===== src/rtl/plugboard.sv =====
// Enigma plugboard: runtime-loaded involutive letter swap table (up to 13 pairs).
// Latency 2 cycles from valid to done; no backpressure, busy marks LOOKUP/DONE where requests are dropped.
module plugboard (
  input  logic       clk,
  input  logic       reset,
  input  logic       clear,
  input  logic       pair_valid,
  input  logic [7:0] pair_a,
  input  logic [7:0] pair_b,
  input  logic       valid,
  input  logic [7:0] din,
  output logic [7:0] dout,
  output logic       done,
  output logic       busy,
  output logic       char_err,
  output logic       cfg_err,
  output logic [3:0] pair_cnt
);

  typedef enum logic [1:0] {IDLE, LOOKUP, DONE} state_t;

  state_t     state, state_next;
  logic [4:0] tbl [26];
  logic [7:0] ch;
  logic       err_q;

  logic       idle;
  logic       a_ok, b_ok, ch_ok;
  logic [4:0] ia, ib, ic;
  logic       pair_ok, take_char, take_pair, do_clear, reject_pair;
  logic [7:0] res;

  // 'A'..'Z' carry their 1-based alphabet position in the low five bits
  assign idle  = (state == IDLE);
  assign a_ok  = (pair_a >= 8'd65) && (pair_a <= 8'd90);
  assign b_ok  = (pair_b >= 8'd65) && (pair_b <= 8'd90);
  assign ch_ok = (ch >= 8'd65) && (ch <= 8'd90);
  assign ia    = a_ok  ? (pair_a[4:0] - 5'd1) : 5'd0;
  assign ib    = b_ok  ? (pair_b[4:0] - 5'd1) : 5'd0;
  assign ic    = ch_ok ? (ch[4:0] - 5'd1)     : 5'd0;

  assign pair_ok = a_ok && b_ok && (pair_a != pair_b) &&
                   (tbl[ia] == ia) && (tbl[ib] == ib) && (pair_cnt < 4'd13);

  assign do_clear    = idle && clear;
  assign take_char   = idle && valid && !clear;
  assign take_pair   = idle && pair_valid && !clear && !valid && pair_ok;
  assign reject_pair = pair_valid && !take_pair;

  assign res = ch_ok ? (8'd65 + {3'b000, tbl[ic]}) : ch;

  assign busy     = !idle;
  assign done     = (state == DONE);
  assign char_err = done && err_q;

  always_comb begin
    state_next = state;
    case (state)
      IDLE:    if (take_char) state_next = LOOKUP;
      LOOKUP:  state_next = DONE;
      DONE:    state_next = IDLE;
      default: state_next = IDLE;
    endcase
  end

  always_ff @(posedge clk) begin
    if (reset) begin
      state    <= IDLE;
      ch       <= 8'd0;
      dout     <= 8'd0;
      err_q    <= 1'b0;
      cfg_err  <= 1'b0;
      pair_cnt <= 4'd0;
      for (int i = 0; i < 26; i++) tbl[i] <= 5'(i);
    end else begin
      state   <= state_next;
      cfg_err <= reject_pair;
      if (take_char) ch <= din;
      if (state == LOOKUP) begin
        dout  <= res;
        err_q <= !ch_ok;
      end
      if (do_clear) begin
        pair_cnt <= 4'd0;
        for (int i = 0; i < 26; i++) tbl[i] <= 5'(i);
      end else if (take_pair) begin
        tbl[ia]  <= ib;
        tbl[ib]  <= ia;
        pair_cnt <= pair_cnt + 4'd1;
      end
    end
  end

endmodule


===== config.mk =====
export PLATFORM = sky130hd
export DESIGN_NAME = plugboard
export DESIGN_NICKNAME = d
export VERILOG_FILES = /design/src/rtl/plugboard.sv
export SDC_FILE = /design/constraint.sdc
export NUM_CORES = 1
export LEC_CHECK = 0
export ABC_CLOCK_PERIOD_IN_PS = 5050
export CAP_MARGIN = 15
export CORE_ASPECT_RATIO = 1.25
export CORE_MARGIN = 2
export CORE_UTILIZATION = 46
export DETAILED_ROUTE_END_ITERATION = 12
export SETUP_SLACK_MARGIN = 0.02
export SYNTH_ARGS = -nofsm -noshare
export SYNTH_HDL_FRONTEND = slang
export SYNTH_SLANG_ARGS = --single-unit

===== constraint.sdc =====
create_clock -name clk -period 5.05 [get_ports clk]
set_input_delay 1.01 -clock clk [delete_from_list [all_inputs] [get_ports clk]]
set_output_delay 1.01 -clock clk [all_outputs]
set_load 0.01 [all_outputs]

==> flow_metrics.py <==
metrics = {
    "outcome": {
        "status": "finished clean",
    },
    "layout": {
        "multiInputGateArea_sq_mm": 0.00898,
        "area_growth_pct": 26.7,
        "fillCellCount": 2826,
        "drive_gt1_share_pct": 27.7,
        "final_nets": 1957,
        "seq_area_sq_mm": 0.00529,
    },
    "clock_tree": {
        "clock-sinks": 184,
        "cts-htree-levels": 4,
        "hold_buffers": 0,
        "clk_pin_slew_worst_paths_ns": 0.08,
        "clk_latency_ns": 0.48,
        "numCtsBuffers": 17,
        "clockBufferDepth": 2,
        "tritoncts": "done",
        "root_buffer": "clkbuf_16",
    },
    "sta": {
        "fmaxAchievable_mhz": 199,
        "period_share_pct": 99.6,
        "finClkSkew_ns": 0.0152,
        "period_minus_slack_ns": 5.03,
        "hold_violations": 0,
        "tightest_slew_ns": 1.43,
        "drv_slew": 0,
        "setup_viol": 0,
        "finalSetupTns_ns": 0,
        "slew_headroom_pct": 3.68,
        "rsz0062_at_grt": "yes",
        "holdWs_ns": 0.464,
    },
    "power": {
        "power_leakage_nw": 6.24,
        "power.internal_w": 0.00275,
        "swShare_pct": 33.6,
        "p_switching_w": 0.00140,
        "power_density_mw_per_mm2": 221,
        "p_seq_share_pct": 42.3,
        "pwr-share-comb_pct": 23.7,
        "vdd.ir_drop.worst_uv": 202,
        "p_clk_share_pct": 34.0,
    },
    "place": {
        "hpwl_mm": 67.7,
        "place.gp.congestion": 1.10,
        "port_buffers": 44,
    },
    "yosys": {
        "synthArstFlopShare_pct": 0,
        "synth_area_leader_cell": "edfxtp_1",
        "ys_top_cells_by_area": "edfxtp_1 32%, a22oi_1 5.1%, nand2_1 4.5%",
        "yosysSeqAreaShare_pct": 35.7,
        "ys_types": 91,
        "synth_nets": 1694,
        "syn_avg_cell_area_sq_um": 8.96,
        "syn_inst": 1653,
        "synthFlopType": "edfxtp_1",
        "ys_seq_elements": 184,
        "ys_warn_count": 0,
        "syn-cell-area_sq_mm": 0.0148,
        "synth_top_area_share_pct": 32.4,
        "synth_edf_count": 160,
    },
    "critical_path": {
        "r2r_cells": 16,
        "slowest_delay_ns": 0.56,
        "startpoint_type": "input port",
        "cp_num_buf_inv": 8,
        "crit_path_top_delay_cell": "a222oi_1",
        "end_kind": "flip-flop",
        "cp.depth": 18,
        "critPathRequiredTime_ns": 5.23,
        "crit_type": "in -> reg",
        "crit_chain": "clkdlybuf4s50_1, clkinv_1, buf_4, ha_1, nor2b_1, o211a_1, buf_4, buf_4, nor3_1, a222oi_1, buf_4, nor4b_4, xnor2_2, nand4_1, nor4_4, buf_12, nor2b_2, buf_4",
        "worst_path_most_repeated_cell": "buf_4",
        "cp_max_fo": 18,
        "cp.arrival_ns": 5.21,
        "path_delay_family": "buffers and inverters",
    },
    "global_route": {
        "gr-usage-all-layers_pct": 52.5,
        "grt_pass1_vias": 17000,
        "grt_pass1_wl_mm": 123,
        "antenna_found_initial": 2,
        "gr-total-overflow": 0,
        "grt_max_degree": 41,
    },
    "floorplan": {
        "start_util_pct": 46.6,
        "dieArea_sq_mm": 0.0337,
        "die_h_microns": 205,
        "row_count": 73,
        "io_pins": 45,
        "die_w_microns": 164,
        "core_area_sq_mm": 0.0318,
    },
    "routing": {
        "vias_per_cell": 7.51,
        "drt_iter0_drc": 2867,
        "drc_errors": 0,
        "drtAntennaViolNets": 0,
        "wl_per_cell_microns": 37.7,
        "finalWirelength_mm": 88.3,
        "drt_first_pass_iters": 6,
        "via_count": 17600,
    },
    "worst_hold_path": {
        "whs_path_depth": 2,
        "hp-class": "reg -> reg",
    },
    "flow_run": {
        "drv_cap": 0,
    },
}
## placed cells by master, fill, tap and decap left out, drive strengths merged, types with 23 or more instances in the layout
| cell | count |
|---|---|
| a21oi | 64 |
| a22oi | 101 |
| a2bb2oi | 23 |
| a31oi | 48 |
| buf | 353 |
| clkdlybuf4s50 | 42 |
| dfxtp | 24 |
| edfxtp | 160 |
| inv | 31 |
| mux2 | 40 |
| mux2i | 53 |
| nand2 | 179 |
| nand3 | 24 |
| nor2 | 113 |
| nor2b | 94 |
| nor3 | 34 |
| nor4 | 26 |
| o21ai | 65 |
| o22ai | 96 |
## worst min-delay path, cell delays in order (launching register included)
cell     delay, ns
dfxtp_1       0.31
nand2_1       0.05
a21oi_1       0.06
## power groups by stage
stage,Clock [W],Sequential [W],Combinational [W]
after global placement,0,0.00178,0.000918
after detailed placement,0,0.00178,0.000919
final,0.00141,0.00176,0.000984
after CTS,0.00138,0.00175,0.000925
after global routing,0.00145,0.00175,0.00101
after floorplan,0,0.00174,0.000459
## path summary, 6_finish.rpt
check             from         end  slack (ns)
max          pair_b[0]  tbl[29][2]        0.02
max reg2reg      ch[1]     dout[4]        0.58
min            dout[6]     dout[6]        0.46
min reg2reg    dout[6]     dout[6]        0.46
## Yosys cell counts (7+ instances only)
cell type	count
a211oi_1	18
a31o_2	11
buf_6	7
xor2_1	8
a32oi_1	9
mux4_2	10
dfxtp_1	24
edfxtp_1	160
clkbuf_1	82
buf_2	39
nand2b_1	13
a21o_1	7
nor2b_1	94
mux2_2	40
mux2i_1	53
buf_1	9
a2bb2oi_1	23
nand3_1	24
buf_4	13
a22oi_1	101
a31oi_1	48
a221o_1	12
o21ai_0	63
nand4_1	17
nor3_1	29
ha_1	12
inv_1	21
nor2_1	111
nand2_1	179
o221ai_1	20
or3_1	13
xnor2_1	20
nor4_1	23
and2_1	11
o22ai_1	96
a21oi_1	64
a221oi_1	10
## registers in the layout, indices dropped and copies added, names as in the netlist
signal / count
err_q: 1
state: 2
dout: 8
tbl: 160
cfg_err: 1
ch: 8
pair_cnt: 4
## layout make-up
| type | count | area share (%) |
|---|---|---|
| Clock buffer | 17 | 2.27 |
| Tap cell | 412 | 2.75 |
| Multi-Input combinational cell | 1293 | 47.9 |
| Sequential cell | 184 | 28.2 |
| Inverter | 23 | 0.460 |
| Antenna cell | 2 | 0.0267 |
| Timing Repair Buffer | 397 | 17.6 |
| Clock inverter | 15 | 0.900 |
## layer usage
layer  share of wire [%]  track usage [%]  wire length [microns]
met1                  33             60.4                  29000
met5                   0                0                      0
met4                  12             44.3                  10400
met2                  42             78.6                  36800
met3                  14             17.0                  12100
## cells by family after synthesis
logic type | count (synthesis) | synth area share [%]
flops | 184 | 35.7
compound gates | 585 | 28.2
simple gates | 564 | 19.6
mux | 103 | 8.14
buf+inv | 176 | 5.50
fa+ha+maj | 12 | 1.01
xor+xnor | 29 | 1.84
## metrics by stage
stage	instances	instance area [sq um]	util (%)	worst slack, ns	power, W
2_1_floorplan	1653	14900	-	0.0231	0.00220
5_1_grt	2341	18800	59.0	-0.0235	0.00421
4_1_cts	2337	18600	58.5	0.0222	0.00406
6_report	2343	18800	59.0	0.0217	0.00415
3_5_place_dp	2305	18000	56.6	-0.485	0.00270
3_3_place_gp	2305	18000	56.6	-0.533	0.00270
## what timing repair did
action,CTS,global route
pin swaps,1,5
setup endpoints to repair,19,313
resized for setup,2,37
buffers inserted,0,3
(Power assumes the default switching activity.)
